===== config.mk =====
export PLATFORM = sky130hd
export DESIGN_NAME = uart_tx_arbiter
export DESIGN_NICKNAME = d
export VERILOG_FILES = /design/src/rtl/uart_tx_arbiter.sv
export SDC_FILE = /design/constraint.sdc
export NUM_CORES = 1
export LEC_CHECK = 0
export ABC_AREA = 1
export BUFFER_PORTS_ARGS = -buffer_cell sky130_fd_sc_hd__buf_2
export CAP_MARGIN = 15
export CELL_PAD_IN_SITES_DETAIL_PLACEMENT = 1
export CELL_PAD_IN_SITES_GLOBAL_PLACEMENT = 2
export CORE_UTILIZATION = 25
export DETAILED_ROUTE_END_ITERATION = 8
export GPL_ROUTABILITY_DRIVEN = 0
export HOLD_SLACK_MARGIN = 0.1
export PLACE_DENSITY = 0.82
export SETUP_SLACK_MARGIN = 0.2
export SLEW_MARGIN = 20
export SYNTH_ARGS = -nofsm -noshare
export SYNTH_HDL_FRONTEND = slang
export SYNTH_SLANG_ARGS = --single-unit

===== constraint.sdc =====
create_clock -name clk -period 1.65 [get_ports clk]
set_input_delay 0.0825 -clock clk [delete_from_list [all_inputs] [get_ports clk]]
set_output_delay 0.0825 -clock clk [all_outputs]
set_load 0.02 [all_outputs]

===== src/rtl/uart_tx_arbiter.sv =====
// uart_tx_arbiter: round-robin, packet-granular sharing of one UART transmitter
module uart_tx_arbiter #(
  parameter int NUM_REQ   = 4,
  parameter int GAP_TICKS = 32
) (
  input  logic                 clk,
  input  logic                 reset_n,
  input  logic                 s_tick,
  input  logic [NUM_REQ-1:0]   req_valid,
  input  logic [8*NUM_REQ-1:0] req_data,
  input  logic [NUM_REQ-1:0]   req_last,
  output logic [NUM_REQ-1:0]   req_ready,
  output logic                 tx_start,
  output logic [7:0]           tx_din,
  input  logic                 tx_done,
  output logic [NUM_REQ-1:0]   grant,
  output logic                 busy
);
  localparam int IW = $clog2(NUM_REQ);
  localparam int CW = GAP_TICKS > 1 ? $clog2(GAP_TICKS) : 1;
  typedef enum logic [1:0] {ARB, SEND, WAIT, GAP} state_t;
  state_t state_q, state_d;
  logic [NUM_REQ-1:0] grant_q, grant_d;
  logic [IW-1:0] last_grant_q, last_grant_d, win_idx, rr_idx;
  logic [IW:0] rr_sum;
  logic win_found;
  logic tx_start_q, tx_start_d, last_flag_q, last_flag_d;
  logic [7:0] tx_din_q, tx_din_d;
  logic [CW-1:0] gap_cnt_q, gap_cnt_d;
  logic gap_end;
  assign gap_end   = s_tick && int'(gap_cnt_q) == GAP_TICKS - 1;
  assign req_ready = state_q == SEND ? req_valid & grant_q : '0;
  assign tx_start  = tx_start_q;
  assign tx_din    = tx_din_q;
  assign grant     = grant_q;
  assign busy      = state_q != ARB;
  // round-robin search: first valid requester after the previous owner, wrapping
  always_comb begin
    win_found = 1'b0;
    win_idx   = last_grant_q;
    rr_sum    = '0;
    rr_idx    = '0;
    for (int k = 1; k <= NUM_REQ; k++) begin
      rr_sum = {1'b0, last_grant_q} + (IW+1)'(k);
      rr_idx = rr_sum >= (IW+1)'(NUM_REQ) ? IW'(rr_sum - (IW+1)'(NUM_REQ)) : IW'(rr_sum);
      if (!win_found && req_valid[rr_idx]) begin
        win_found = 1'b1;
        win_idx   = rr_idx;
      end
    end
  end
  // packet FSM: arbitrate, hand one byte at a time to the transmitter, optional idle gap
  always_comb begin
    state_d      = state_q;
    grant_d      = grant_q;
    last_grant_d = last_grant_q;
    tx_start_d   = 1'b0;
    tx_din_d     = tx_din_q;
    last_flag_d  = last_flag_q;
    gap_cnt_d    = gap_cnt_q;
    case (state_q)
      ARB: if (win_found) begin
        grant_d      = NUM_REQ'(1) << win_idx;
        last_grant_d = win_idx;
        state_d      = SEND;
      end
      SEND: if (req_valid[last_grant_q]) begin
        tx_din_d    = req_data[{last_grant_q, 3'b000} +: 8];
        tx_start_d  = 1'b1;
        last_flag_d = req_last[last_grant_q];
        state_d     = WAIT;
      end
      WAIT: if (tx_done) begin
        state_d   = !last_flag_q ? SEND : GAP_TICKS > 0 ? GAP : ARB;
        gap_cnt_d = '0;
        grant_d   = last_flag_q && GAP_TICKS == 0 ? '0 : grant_q;
      end
      GAP: if (s_tick) begin
        state_d   = gap_end ? ARB : GAP;
        grant_d   = gap_end ? '0 : grant_q;
        gap_cnt_d = gap_cnt_q + CW'(1);
      end
      default: state_d = ARB;
    endcase
  end
  // state registers with synchronous active-low reset; last owner starts at the top so requester 0 wins first
  always_ff @(posedge clk) begin
    if (!reset_n) begin
      state_q      <= ARB;
      grant_q      <= '0;
      last_grant_q <= IW'(NUM_REQ - 1);
      tx_start_q   <= 1'b0;
      tx_din_q     <= 8'h00;
      last_flag_q  <= 1'b0;
      gap_cnt_q    <= '0;
    end else begin
      state_q      <= state_d;
      grant_q      <= grant_d;
      last_grant_q <= last_grant_d;
      tx_start_q   <= tx_start_d;
      tx_din_q     <= tx_din_d;
      last_flag_q  <= last_flag_d;
      gap_cnt_q    <= gap_cnt_d;
    end
  end
endmodule


==> metrics.cfg, run 1 <==
[grt]
met1_usage = 0.203
antenna_found_initial = 0
grt_pass1_vias = 1916
grt_max_degree = 20
grt_pass1_wl_um = 8910
use_met2 = 0.272
overflow = 0
gr-usage-all-layers = 0.156
met3_usage = 0.0229
grt.busiest_layer = met2

[yosys]
synth.area.top_cells = dfxtp_1 (28%), nand2_1 (15%), nand3_1 (11%)
syn_inst = 257
synth.distinct_cells = 31
yosysSeqAreaShare = 0.280
yosys_warnings = 0
avgSynthCellArea_um2 = 6.40
netlist_area_um2 = 1650
async_flop_share = 0
yosysTopAreaCell = dfxtp_1
synth_ff_type = dfxtp_1
synth.top_cell.area_share = 0.280
synth_nets = 303
synth-edff-count = 0
synth-seq-cells = 23

[power]
finalPower_mw = 4.48
max-vdd-ir-drop_mv = 0.568
powerDensity_nw_per_um2 = 1800
p_leak_nw = 1.17

[timing]
layout_setup_ws_ns = 0.0693
fmax_ghz = 0.633
worstMarginPinSlew_ns = 0.444
slew_headroom = 0.703
rsz0062_at_grt = yes
min_period_over_period = 0.958
finalHoldViolations = 0
skew_ns = 0.00410
maxSlewViolCount = 0
fin_crit_ns = 1.58
setup_viol = 0

[placement]
place_ws_ns = -0.101
hpwl_um = 4150
port_buffers = 61

[die]
io_pins = 62
row_count = 29
die_w_um = 83.1
coreArea_um2 = 6350
die_height_um = 83.1
start_util = 0.259
die_area_um2 = 6910

[clock_network]
clkTransAtPathRegs_ns = 0.09
clk_latency_ns = 0.27
postCtsHoldBufs = 0
htreeDepth = 1
cts_tree = yes
clock-sinks = 23
cts_buffer_depth = 2
clock-root-buffer = clkbuf_8
numCtsBuffers = 3

[worst_setup_path]
crit_required_ns = 1.85
cpPeakStageDelay_ns = 0.42
start_kind = flip-flop
critical_path.max_fanout = 5
arrival_ns = 1.78
endpoint_kind = flip-flop
crit_chain = buf_8 > nand2_4 > nand2_4 > nand2_1 > nand2_4 > inv_2 > nand3_2 > nand2_4 > nor2_4 > nand2_1 > a21oi_1
critPathKind = reg -> reg
cp_slowest_cell = dfxtp_4
r2r.worst_path.cells = 11
crit_top_cell = nand2_4

[cells_and_area]
final_common_cell = buf_2
drive_gt1_frac = 0.488
fill_cells = 802
most-common-layout-cells = buf_2 (60), nand2_1 (41), nand3_1 (33), inv_1 (21), nand2_4 (21)
num-nets-final = 377
area_delta_synth_final_pct = 51.3
n_antenna_cell = 0
postLayoutCoreUtil = 0.392

[routing]
via_per_inst = 4.75
dr.pass1.iters = 4
drc = 0
drtIter0Drc = 39
vias = 1935
routed_wl_um = 5690
postRouteAntennaNets = 0
wire_per_inst_um = 14.0

[min_path]
hold_depth = 2
hold_path.class = in -> reg

[status]
run_status = completed

[run]
cap_violations = 0

sequential cells by signal (all words and copies together) (netlist names):
register,flops
grant,4
last_flag_q,1
state_q,2
tx_start,1
gap_cnt_q,5
tx_din,8
last_grant_q,2
layer usage:
metal	up-vias	wire length (um)
met5	-	0
met4	0	48
met3	6	241
met2	45	2930
met1	892	2470
li1	992	-
Yosys cell counts (2+ instances only):
cell type   n
nand2_2    13
nand3_2     2
dfxtp_1    23
inv_2       3
nor2_1     15
o21ai_0    16
nand3_1    35
clkbuf_1    7
a21oi_1    19
nand4_1     9
ha_1        2
nand2_4     4
inv_1      23
buf_6       4
nor3_1      3
nand2_1    64
final timing paths:
path	start	end	slack (ns)
max	last_grant_q[0]$_SDFFE_PN1P_	grant[1]$_SDFFE_PN0P_	0.07
min	reset_n	last_grant_q[0]$_SDFFE_PN1P_	0.14
max reg2reg	last_grant_q[0]$_SDFFE_PN1P_	grant[1]$_SDFFE_PN0P_	0.07
min reg2reg	tx_din[6]$_SDFFE_PN0P_	tx_din[6]$_SDFFE_PN0P_	0.45
cell families (layout without fill, tap and decap cells):
family	count (synthesis)	in the layout	share of synthesized area
AOI/OAI and AO/OA	40	40	0.131
adders and majority gates	2	2	0.0152
and+or+nand+nor	153	153	0.465
buffers and inverters	39	112	0.109
DFF	23	23	0.280
critical path, delay by kind of cell (launching register included):
| family | cells | cell delay, ns |
|---|---|---|
| flip-flops | 1 | 0.42 |
| buffers and inverters | 2 | 0.21 |
| AND/OR/NAND/NOR | 8 | 0.76 |
| AO/OA/AOI/OAI | 1 | 0.12 |
per-stage QoR:
step | instances | cell area, um^2 | hold slack [ns] | TNS (ns)
final | 407 | 2490 | 0.142 | 0
after global placement | 395 | 2060 | 0.424 | -0.885
after global routing | 407 | 2490 | 0.160 | -0.0212
after detailed placement | 395 | 2060 | 0.414 | -0.640
after CTS | 401 | 2220 | 0.142 | 0
after floorplan | 257 | 1650 | 0.221 | 0
final cells by class:
class | instances | area, um^2 | share of cell area
sequential | 23 | 475 | 0.191
multi-input combinational | 195 | 1270 | 0.509
inverter | 28 | 124 | 0.0498
clock inverter | 1 | 5.00 | 0.00201
tap | 77 | 96.3 | 0.0387
clock buffer | 3 | 41.3 | 0.0166
timing repair buffer | 80 | 480 | 0.193
report_power, final:
group / switching, mW / total (mW) / leakage (nW) / internal, mW
Clock: 0.190 / 0.359 / 0.0255 / 0.169
Combinational: 1.96 / 3.20 / 0.951 / 1.24
Sequential: 0.163 / 0.918 / 0.190 / 0.755
Total: 2.32 / 4.48 / 1.17 / 2.17
what timing repair did:
item / in CTS / in global routing
setup buffers: 2 / 6
endpoints found under the setup margin: 22 / 25
gates cloned: 0 / 0
pin swaps: 8 / 11
gates resized for setup: 32 / 65
No activity file was read; power rests on OpenSTA's default activity.
==> run 2: changes to the inputs <==
- RECOVER_POWER: unset -> 25
- clock period: 1.65 -> 1.69 ns (I/O delays scaled with it)
==> run 2 against run 1 <==
Sequential power shrank 4.0%; setup slack gained 0.081 ns; worst hold slack lost 0.0014 ns; combinational power shrank 6.3%; cell area shrank 3.1%; first-iteration DRC count shrank 23%; clock-buffer cell count is the same; core utilization shrank 1.2 points; non-clock buffer count grew 2; maximum frequency grew 2.7%.
==> metrics.cfg, run 2 (same netlist as run 1, synthesis figures left out) <==
[routing]
wl_met1_um = 2370
vias = 1947
wl_met2_um = 2770
drc = 0
dr.pass1.iters = 4
wl_met3_um = 209
wire_per_inst_um = 13.3
postRouteAntennaNets = 0
routed_wl_um = 5430
via_per_inst = 4.76
drtIter0Drc = 30
top_layer_used = met4

[cells_and_area]
drive_gt1_frac = 0.410
largest_register_ffs = 8
postLayoutCoreUtil = 0.380
multi_input_area_um2 = 1160
fill_cells = 826
final_common_cell = buf_2
fin_area_um2 = 2410
n_antenna_cell = 0
most-common-layout-cells = buf_2 (51), nand2_1 (50), nand3_1 (34), inv_1 (22), dfxtp_1 (17)
register_area_um2 = 473
num-nets-final = 379
area_delta_synth_final_pct = 46.5

[timing]
rsz0062_at_grt = yes
maxSlewViolCount = 0
worstMarginPinSlew_ns = 0.304
fin_crit_ns = 1.54
setup_viol = 0
tns_ns = 0
fmax_ghz = 0.650
slew_headroom = 0.795
skew_ns = 0.00356
min_period_over_period = 0.911
whs_ns = 0.140
layout_setup_ws_ns = 0.151
finalHoldViolations = 0

[placement]
hpwl_um = 4120
port_buffers = 61
place_ws_ns = -0.0497
dpl_cell_area_um2 = 2040

[die]
io_pins = 62
die_w_um = 83.1
row_count = 29
coreArea_um2 = 6350
die_height_um = 83.1
start_util = 0.259
die_area_um2 = 6910

[run]
cap_violations = 0

[clock_network]
cts_tree = yes
clock-root-buffer = clkbuf_8
numCtsBuffers = 3
clk_latency_ns = 0.26
cts_buffer_depth = 2
clkTransAtPathRegs_ns = 0.09
htreeDepth = 1
clock-sinks = 23

[grt]
grt_pass1_vias = 2006
grt_pass1_wl_um = 9200
antenna_found_initial = 0
grt_max_degree = 20
gr-usage-all-layers = 0.161
overflow = 0

[power]
max-vdd-ir-drop_mv = 0.540
powerDensity_nw_per_um2 = 1760
p_leak_nw = 1.14

[worst_setup_path]
critPathKind = reg -> reg
critical_path.max_fanout = 5
start_kind = flip-flop
crit_required_ns = 1.85
endpoint_kind = flip-flop
arrival_ns = 1.69

[min_path]
hold_path.class = in -> reg

[status]
run_status = completed

## run 2: changes by cell type in the layout (fill, tap and decap cells not counted), sizes merged
cell    delta
buf        -9
clkbuf    +10
bufbuf     +1
## run 2: through the flow
stage | std cells | total power [mW]
floorplan | 257 | 2.58
global placement | 393 | 3.16
detailed placement | 393 | 3.20
CTS | 403 | 3.99
global route | 409 | 4.63
finish | 409 | 4.24
## run 2: report_power, final
group | total (mW) | internal, mW | switching, mW | leakage [nW]
sequential | 0.881 | 0.732 | 0.149 | 0.190
combinational | 3.00 | 1.21 | 1.80 | 0.923
clock | 0.358 | 0.165 | 0.193 | 0.0255
## run 2: worst max-delay path, stage by stage (launching register included)
cell     delay (ns)
dfxtp_4        0.39
buf_6          0.15
nand2_2        0.07
nand2_2        0.07
nand2_2        0.08
nand2_4        0.06
nor2_8         0.16
nand3_2        0.11
nand2_4        0.13
nor2_4         0.06
a21oi_2        0.10
nand2_1        0.06
## run 2: path summary, 6_finish.rpt
| kind | startpoint | end | slack (ns) | cells past startpoint |
|---|---|---|---|---|
| min reg2reg | tx_din[1]$_SDFFE_PN0P_ | tx_din[1]$_SDFFE_PN0P_ | 0.45 | 2 |
| max reg2reg | last_grant_q[0]$_SDFFE_PN1P_ | last_grant_q[0]$_SDFFE_PN1P_ | 0.15 | 11 |
| max | last_grant_q[0]$_SDFFE_PN1P_ | last_grant_q[0]$_SDFFE_PN1P_ | 0.15 | 11 |
| min | reset_n | last_grant_q[0]$_SDFFE_PN1P_ | 0.14 | 2 |
## run 2: repair_timing
| item | in CTS | in global routing |
|---|---|---|
| pin swaps | 8 | 10 |
| buffers inserted | 5 | 6 |
| resized for setup | 36 | 26 |
| cloned | 1 | 0 |
| endpoints found under the setup margin | 18 | 26 |
| hold buffers | 0 | 0 |
## run 2: metal layers
layer,GRT usage,vias to the layer above
met5,0,-
met4,0.0345,0
met2,0.294,43
li1,-,1000
met1,0.200,896
met3,0.0229,8
## run 2: cell type report
| cell class | instances | share of cell area |
|---|---|---|
| timing repair buffer | 82 | 0.212 |
| clock inverter | 1 | 0.00208 |
| sequential | 23 | 0.196 |
| inverter | 28 | 0.0493 |
| clock buffer | 3 | 0.0171 |
| multi-input combinational | 195 | 0.483 |
| tap | 77 | 0.0400 |
